--- src/rtl/mem_pipe_pkg.sv ---
// Shared types and limits for the mem_pipe single-port memory.
package mem_pipe_pkg;

   typedef enum logic {INIT, IDLE} mem_state_t;
   typedef enum logic {MEM_READ, MEM_WRITE} mem_op_t;

   localparam int MAX_RD_LATENCY = 4;

endpackage

--- src/rtl/mem_pipe_if.sv ---
// Request/response bus between a requester (master) and the mem_pipe storage (slave).
interface mem_pipe_if #(
   parameter int ADDR_WIDTH = 5,
   parameter int DATA_WIDTH = 8
);

   logic                    req_valid;
   logic                    req_ready;
   logic                    req_write;
   logic [ADDR_WIDTH-1:0]   req_addr;
   logic [DATA_WIDTH-1:0]   req_wdata;
   logic [DATA_WIDTH/8-1:0] req_be;
   logic                    rsp_valid;
   logic [DATA_WIDTH-1:0]   rsp_rdata;
   logic                    init_done;

   modport master (
      output req_valid, req_write, req_addr, req_wdata, req_be,
      input  req_ready, rsp_valid, rsp_rdata, init_done
   );

   modport slave (
      input  req_valid, req_write, req_addr, req_wdata, req_be,
      output req_ready, rsp_valid, rsp_rdata, init_done
   );

endinterface

--- src/rtl/mem_rd_pipe.sv ---
// Read-response delay line: each accepted read emerges RD_LATENCY cycles later;
// the output data word holds its last value between responses.
module mem_rd_pipe
   import mem_pipe_pkg::*;
#(
   parameter int DATA_WIDTH = 8,
   parameter int RD_LATENCY = 1
) (
   input  logic                  clk,
   input  logic                  rst_,
   input  logic                  in_valid,
   input  logic [DATA_WIDTH-1:0] in_data,
   output logic                  rsp_valid,
   output logic [DATA_WIDTH-1:0] rsp_rdata
);

   if (RD_LATENCY < 1 || RD_LATENCY > MAX_RD_LATENCY) begin : g_bad_latency
      $error("mem_rd_pipe: RD_LATENCY must be within 1..%0d", MAX_RD_LATENCY);
   end

   logic [RD_LATENCY-1:0] vld_q, vld_d;
   logic [DATA_WIDTH-1:0] dat_q [RD_LATENCY];
   logic [DATA_WIDTH-1:0] dat_d [RD_LATENCY];

   always_comb begin
      vld_d    = '0;
      dat_d    = dat_q;
      vld_d[0] = in_valid;
      if (in_valid) dat_d[0] = in_data;
      // A stage only takes new data when a valid word moves into it, so the last stage holds.
      for (int i = 1; i < RD_LATENCY; i++) begin
         vld_d[i] = vld_q[i-1];
         if (vld_q[i-1]) dat_d[i] = dat_q[i-1];
      end
   end

   always_ff @(posedge clk or negedge rst_) begin
      if (!rst_) begin
         vld_q <= '0;
         for (int i = 0; i < RD_LATENCY; i++) dat_q[i] <= '0;
      end else begin
         vld_q <= vld_d;
         dat_q <= dat_d;
      end
   end

   assign rsp_valid = vld_q[RD_LATENCY-1];
   assign rsp_rdata = dat_q[RD_LATENCY-1];

endmodule

--- src/rtl/mem_pipe.sv ---
// Parametrised single-port memory with byte-enable writes, pipelined reads
// and an optional zero-fill sequence after reset.
module mem_pipe
   import mem_pipe_pkg::*;
#(
   parameter int ADDR_WIDTH    = 5,
   parameter int DATA_WIDTH    = 8,
   parameter int RD_LATENCY    = 1,
   parameter int INIT_ON_RESET = 1
) (
   input  logic     clk,
   input  logic     rst_,
   mem_pipe_if.slave bus
);

   localparam int DEPTH    = 2 ** ADDR_WIDTH;
   localparam int BE_WIDTH = DATA_WIDTH / 8;

   if (DATA_WIDTH < 8 || (DATA_WIDTH % 8) != 0) begin : g_bad_width
      $error("mem_pipe: DATA_WIDTH must be a non-zero multiple of 8");
   end

   mem_state_t            state_q, state_d;
   logic [ADDR_WIDTH-1:0] cnt_q, cnt_d;
   logic                  ready_q, ready_d;
   logic                  done_q, done_d;

   logic [DATA_WIDTH-1:0] mem [DEPTH];

   mem_op_t op;
   logic    accept, wr_en, rd_en, fill_en;

   assign op      = mem_op_t'(bus.req_write);
   assign accept  = bus.req_valid && ready_q;
   assign wr_en   = accept && (op == MEM_WRITE);
   assign rd_en   = accept && (op == MEM_READ);
   assign fill_en = rst_ && (state_q == INIT) && (INIT_ON_RESET != 0);

   // NOTE: every always_comb output gets a default first, so no path can infer a latch.
   always_comb begin
      state_d = state_q;
      cnt_d   = cnt_q;
      ready_d = ready_q;
      done_d  = done_q;
      if (state_q == INIT) begin
         if (INIT_ON_RESET != 0) cnt_d = cnt_q + 1'b1;
         // Leaving INIT on the last fill write makes ready/done rise on the first IDLE cycle.
         if (INIT_ON_RESET == 0 || &cnt_q) begin
            state_d = IDLE;
            ready_d = 1'b1;
            done_d  = 1'b1;
         end
      end
   end

   // NOTE: state flops use non-blocking assignments only; blocking is reserved for always_comb.
   always_ff @(posedge clk or negedge rst_) begin
      if (!rst_) begin
         state_q <= INIT;
         cnt_q   <= '0;
         ready_q <= 1'b0;
         done_q  <= 1'b0;
      end else begin
         state_q <= state_d;
         cnt_q   <= cnt_d;
         ready_q <= ready_d;
         done_q  <= done_d;
      end
   end

   // NOTE: the array has no reset term so it maps onto RAM; clearing it is the fill sequence's job.
   always_ff @(posedge clk) begin
      if (fill_en) begin
         mem[cnt_q] <= '0;
      end else if (wr_en) begin
         for (int b = 0; b < BE_WIDTH; b++) begin
            if (bus.req_be[b]) mem[bus.req_addr][8*b +: 8] <= bus.req_wdata[8*b +: 8];
         end
      end
   end

   mem_rd_pipe #(
      .DATA_WIDTH (DATA_WIDTH),
      .RD_LATENCY (RD_LATENCY)
   ) u_rd_pipe (
      .clk       (clk),
      .rst_      (rst_),
      .in_valid  (rd_en),
      .in_data   (mem[bus.req_addr]),
      .rsp_valid (bus.rsp_valid),
      .rsp_rdata (bus.rsp_rdata)
   );

   assign bus.req_ready = ready_q;
   assign bus.init_done = done_q;

endmodule
--- src/flat_wrapper.sv ---
// flat-port wrapper written by rule: the top's interface ports become plain ports
module mem_pipe_flat import mem_pipe_pkg::*;
#(
   parameter int ADDR_WIDTH    = 5,
   parameter int DATA_WIDTH    = 8,
   parameter int RD_LATENCY    = 1,
   parameter int INIT_ON_RESET = 1
)
  (clk, rst_, bus_req_valid, bus_req_write, bus_req_addr, bus_req_wdata, bus_req_be, bus_req_ready, bus_rsp_valid, bus_rsp_rdata, bus_init_done);
  mem_pipe_if #(.ADDR_WIDTH(ADDR_WIDTH), .DATA_WIDTH(DATA_WIDTH)) bus_i ();
  input  logic clk;
  input  logic rst_;
  input wire logic [$bits(bus_i.req_valid)-1:0] bus_req_valid;
  input wire logic [$bits(bus_i.req_write)-1:0] bus_req_write;
  input wire logic [$bits(bus_i.req_addr)-1:0] bus_req_addr;
  input wire logic [$bits(bus_i.req_wdata)-1:0] bus_req_wdata;
  input wire logic [$bits(bus_i.req_be)-1:0] bus_req_be;
  output wire logic [$bits(bus_i.req_ready)-1:0] bus_req_ready;
  output wire logic [$bits(bus_i.rsp_valid)-1:0] bus_rsp_valid;
  output wire logic [$bits(bus_i.rsp_rdata)-1:0] bus_rsp_rdata;
  output wire logic [$bits(bus_i.init_done)-1:0] bus_init_done;
  assign bus_i.req_valid = bus_req_valid;
  assign bus_i.req_write = bus_req_write;
  assign bus_i.req_addr = bus_req_addr;
  assign bus_i.req_wdata = bus_req_wdata;
  assign bus_i.req_be = bus_req_be;
  assign bus_req_ready = bus_i.req_ready;
  assign bus_rsp_valid = bus_i.rsp_valid;
  assign bus_rsp_rdata = bus_i.rsp_rdata;
  assign bus_init_done = bus_i.init_done;
  mem_pipe #(.ADDR_WIDTH(ADDR_WIDTH), .DATA_WIDTH(DATA_WIDTH), .RD_LATENCY(RD_LATENCY), .INIT_ON_RESET(INIT_ON_RESET)) u_core (.clk(clk), .rst_(rst_), .bus(bus_i));
endmodule
--- config.mk ---
export PLATFORM = sky130hd
export DESIGN_NAME = mem_pipe_flat
export DESIGN_NICKNAME = d
export VERILOG_FILES = /design/src/rtl/mem_pipe_pkg.sv /design/src/rtl/mem_pipe_if.sv /design/src/rtl/mem_rd_pipe.sv /design/src/rtl/mem_pipe.sv /design/src/flat_wrapper.sv
export SDC_FILE = /design/constraint.sdc
export NUM_CORES = 1
export LEC_CHECK = 0
export CAP_MARGIN = 20
export CORE_ASPECT_RATIO = 0.9
export CORE_MARGIN = 2
export CORE_UTILIZATION = 28
export CTS_CLUSTER_DIAMETER = 60
export DETAILED_ROUTE_END_ITERATION = 10
export REMOVE_ABC_BUFFERS = 1
export SLEW_MARGIN = 40
export SYNTH_ARGS = -nofsm -noshare
export SYNTH_HDL_FRONTEND = slang
export SYNTH_SLANG_ARGS = --single-unit
--- constraint.sdc ---
create_clock -name clk -period 2.8 [get_ports clk]
set_input_delay 0.28 -clock clk [delete_from_list [all_inputs] [get_ports clk]]
set_output_delay 0.28 -clock clk [all_outputs]
set_load 0.1 [all_outputs]
======== After elaboration in Yosys (flattened, before gate mapping) ========
Memories as Yosys holds them, arrays and structs flattened. A register that Yosys moved wholly into a read port is not among the register bits.
Cells that the tools add are included.
storage, ports and cells
  RAM bits ................................ 256
  memories ................................ 1
  flip-flop bits (word level) ............. 8
  bits of input ports ..................... 18
  output and inout bits ................... 11
  word-level logic and storage cells ...... 27
operators by class
  add/subtract/negate cells ............... 1
  bitwise gates (word level) .............. 2
  muxes and demuxes ....................... 11
  reductions and logical operators ........ 8
memory list
  memory      depth  width  rd ports  clocked after Yosys merged registers in  wr ports  RTL line        RTL
  u_core.mem  32     8      1         1                                        1         mem_pipe.sv:28  logic [DATA_WIDTH-1:0] mem [DEPTH];
operators by type and width
  cell                                          number
  2-to-1 mux 1 bit                              9
  2-to-1 mux 8 bit                              1
  OR reduction 8 bit                            1
  AND reduction 6 bit                           1
  adder 5 x 1 -> 5 bit (second input constant)  1
  2-to-1 mux 5 bit                              1
  AND reduction 5 bit                           1
  logical AND 1 bit                             4
  inverter 1 bit                                2
  zero test 1 bit                               1

======== Depth between registers and ports, before layout ========
  depth in word-level cells ............... 7
  gate-level depth with buffers ........... 8
  mapped depth without buffers ............ 5

======== Modules after synthesis ========
A second synthesis with hierarchy kept.
second synthesis, totals
  cell total of the unflattened synthesis .. 504
  area, all modules ....................... 11000.6 um2
by module, submodules not included
  module       area each (um2)  instances  cells an instance  seq. area each (um2)
  mem_pipe     10644.0          1          486                7862.5
  mem_rd_pipe  356.6            1          18                 225.2

======== Worst setup path before layout ========
OpenSTA, ideal clock, no wires.
  path type ............................... register to register
  from .................................... register u_core.ready_q (netlist: u_core.bus.req_ready)
  to ...................................... memory u_core.mem[4][0] (enable)
  data arrival time ....................... 2.499 ns
  path buffers ............................ 1
  cell stages (with the launch flop) ...... 7
  clock period less this slack ............ 2.870 ns
  slack ................................... -0.070 ns
  cells stage by stage .................... dfrtp_1 nand4_1 nor2_1 buf_2 nand2_1 o22a_1 nor2_1
on the way
  word-level cells in the longest chain between the ends .. 7
  elaborated cells on any way between the ends .. 8
  classes of those cells .................. mux: 5; reduce/logical: 3
RTL lines
  what                                                                   RTL line        RTL
  start: declaration                                                     mem_pipe.sv:25  logic ready_q, ready_d;
  start signal: assignment                                               mem_pipe.sv:66  ready_q <= ready_d;
  logical AND 1 bit (*)                                                  mem_pipe.sv:34  assign accept = bus.req_valid && ready_q;
  logical AND 1 bit (*)                                                  mem_pipe.sv:35  assign wr_en = accept && (op == MEM_WRITE);
  2-to-1 mux 1 bit (*)                                                   mem_pipe.sv:75  end else if (wr_en) begin
  2-to-1 mux 1 bit (*)                                                   mem_pipe.sv:73  if (fill_en) begin
  2-to-1 mux 1 bit (not written as such) (*)                             mem_pipe.sv:77  if (bus.req_be[b]) mem[bus.req_addr][8*b +: 8] <= bus.req_wdata[8*b +: 8];
  OR reduction 8 bit (no source line)                                    n/a
  2-to-1 mux 5 bit (no source line) or 2-to-1 mux 1 bit (tied branches)  n/a
  end: declaration                                                       mem_pipe.sv:28
Mark *: on every way between the ends. The rest lies on a longest branch, timed or not.

======== Final worst setup path ========
  from .................................... register u_core.ready_q (netlist: u_core.bus.req_ready)
  to ...................................... memory u_core.mem[28][4] (enable)
Same word-level chain as after synthesis.

==> results.cfg <==
[clock_tree]
numClockSinks = 272
root_buffer = clkbuf_16
cts_tree = yes
clk_latency_ns = 0.53
htree_levels = 1
cts_resized = 0
numCtsBuffers = 27
cts_setup_buffers = 0
ctsLongestPathBuffers = 3
clkTransAtPathRegs_ns = 0.06
ctsHoldBuffers = 0

[worst_setup_path]
worst_ep_required_time_ns = 3.09
startpoint_type = flip-flop
rr_worst_depth = 7
r2r-end = u_core.mem[28][4]
cp-startpoint = u_core.bus.req_ready
r2r_slack_ns = 0.51
critPathCaptureType = flip-flop
r2r_start = u_core.bus.req_ready
crit_fanout = 26
path_class = reg2reg
worstPathArrival_ns = 2.58

[power]
power_density_nw_per_um2 = 660
leakagePower_nw = 5.11
peakVddDrop_uv = 331
power_mw = 8.65

[global_route]
antenna_found_initial = 0
grt_overflow_total = 0
grt_pass1_vias = 6020
grt_max_degree = 38
grtUsageTotal = 0.125
grt_first_pass_wirelength_mm = 38.2

[detailed_routing]
wl_per_cell_um = 19.8
drt-initial-drc-count = 586
via_per_inst = 4.66
postRouteAntennaNets = 0
firstDrtPassIters = 5
wl_mm = 25.3
drc_errors = 0
vias = 5952

[logic_synthesis]
synthDistinctLibCells = 47
async_flop_share = 0.0588
post-synth-top-count-cell = edfxtp_1
yosysTopAreaCellShare = 0.697
synth_common_cells = edfxtp_1, mux2i_1, a22oi_1
synth_largest_area_cell = edfxtp_1
synth_area_leaders = edfxtp_1, mux2i_1, dfrtp_1
syn_area_um2 = 11000
yosys_register_bits = 272
yosysWarnings = 0
synth_edf_count = 256
ys.flop_type = edfxtp_1
synth-seq-area-share = 0.733
avgSynthCellArea_um2 = 17.1
syn_inst = 644

[timing]
timing_worst_slew_pin_value_ns = 0.794
max_freq_ghz = 0.436
slew_violations = 0
skew_ns = 0.0106
holdWs_ns = 0.174
rsz0062_at_grt = false
setup_ws_ns = 0.505
period_needed_ns = 2.29
setup_violations = 0
slew_headroom = 0.468
period_share = 0.820
hold_violations = 0
setup_tns_ns = 0

[floorplan]
core_area_um2 = 38600
die-height_um = 192
chipWidth_um = 213
dieArea_um2 = 41000
boundaryPins = 29
num_rows = 68
start_util = 0.286

[placed_design]
post-place-ws_ns = 0.158
dp_hpwl_mm = 16.6
io_buffer_count = 28
placed_cell_area_um2 = 12200
placed_cells = 1228
gp_congestion = 0.845

[cells_and_area]
fin_cells = 1278
syn_to_final_growth_pct = 18.8
nets = 752
stdcell_area_um2 = 13100
utilization = 0.339
drive_gt1_frac = 0.178

[flow_run]
max-cap-violations = 0

[min_path]
hp-class = in2async

[status]
status = completed
-- kinds of logic (layout without fill, tap and decap cells) --
kind of cell | Yosys count | count (layout) | synth area share
compound gates | 118 | 118 | 0.0822
xor+xnor | 3 | 3 | 0.00238
fa+ha+maj | 2 | 2 | 0.00227
buf+inv | 41 | 149 | 0.0264
flops | 272 | 272 | 0.733
mux | 130 | 130 | 0.118
other cells | 0 | 1 | 0
simple gates | 78 | 78 | 0.0352
-- cell usage in the layout, fill, tap and decap left out, types with 11 or more instances in the layout --
cell	count
edfxtp_1	256
a21oi_1	24
clkdlybuf4s50_1	16
nor2_1	30
dfrtp_1	16
buf_4	77
mux2i_1	128
a22o_1	16
a22oi_1	32
a221oi_1	11
nand2_1	14
clkbuf_16	27
-- report_power, final --
part	internal [mW]	total [mW]	switching [mW]	leakage (nW)
Sequential	4.44	4.46	0.0268	3.06
Combinational	0.193	0.600	0.407	1.62
Clock	2.13	3.59	1.46	0.430
-- worst max-delay path by stage --
stage,to,cells after the start,slack [ns]
6_report,u_core.mem[28][4],7,0.51
5_1_grt,u_core.mem[27][7],7,0.31
4_1_cts,u_core.mem[30][4],7,0.49
3_5_place_dp,u_core.u_rd_pipe.rsp_rdata[5],7,0.16
3_3_place_gp,u_core.u_rd_pipe.rsp_rdata[5],7,0.16
2_1_floorplan,u_core.mem[6][0],5,-1.16
-- flip-flops by register name, indices dropped and copies added, names as in the netlist --
register,cells
u_core.state_q,1
u_core.u_rd_pipe.rsp_rdata,8
u_core.bus.req_ready,1
u_core.cnt_q,5
u_core.u_rd_pipe.rsp_valid,1
u_core.mem,256
-- final cells by class --
cell class / instances / area [µm²]
multi-input cells: 331 / 2660
fillers: 3753 / 25500
clock inverters: 12 / 138
well taps: 525 / 657
flip-flops and latches: 272 / 8090
repair buffers: 97 / 810
inverters: 3 / 11.3
clock buffers: 37 / 743
diodes: 1 / 2.50
-- metal layers --
layer | vias up | GRT usage | routed length [µm]
met5 | - | 0 | 0
met4 | 0 | 0.0299 | 521
met3 | 38 | 0.0282 | 1450
met2 | 158 | 0.185 | 11100
met1 | 3008 | 0.185 | 12200
li1 | 2748 | - | -
-- worst max-delay path, stage by stage (launching register included) --
cell and delay [ns]:
dfrtp_1 0.43, nand4_1 0.19, nor2_1 0.23, buf_12 0.19, nor2_1 0.07, a31oi_1 0.59, nor2_1 0.12, buf_4 0.21
Power figures use the tool's default switching activity.
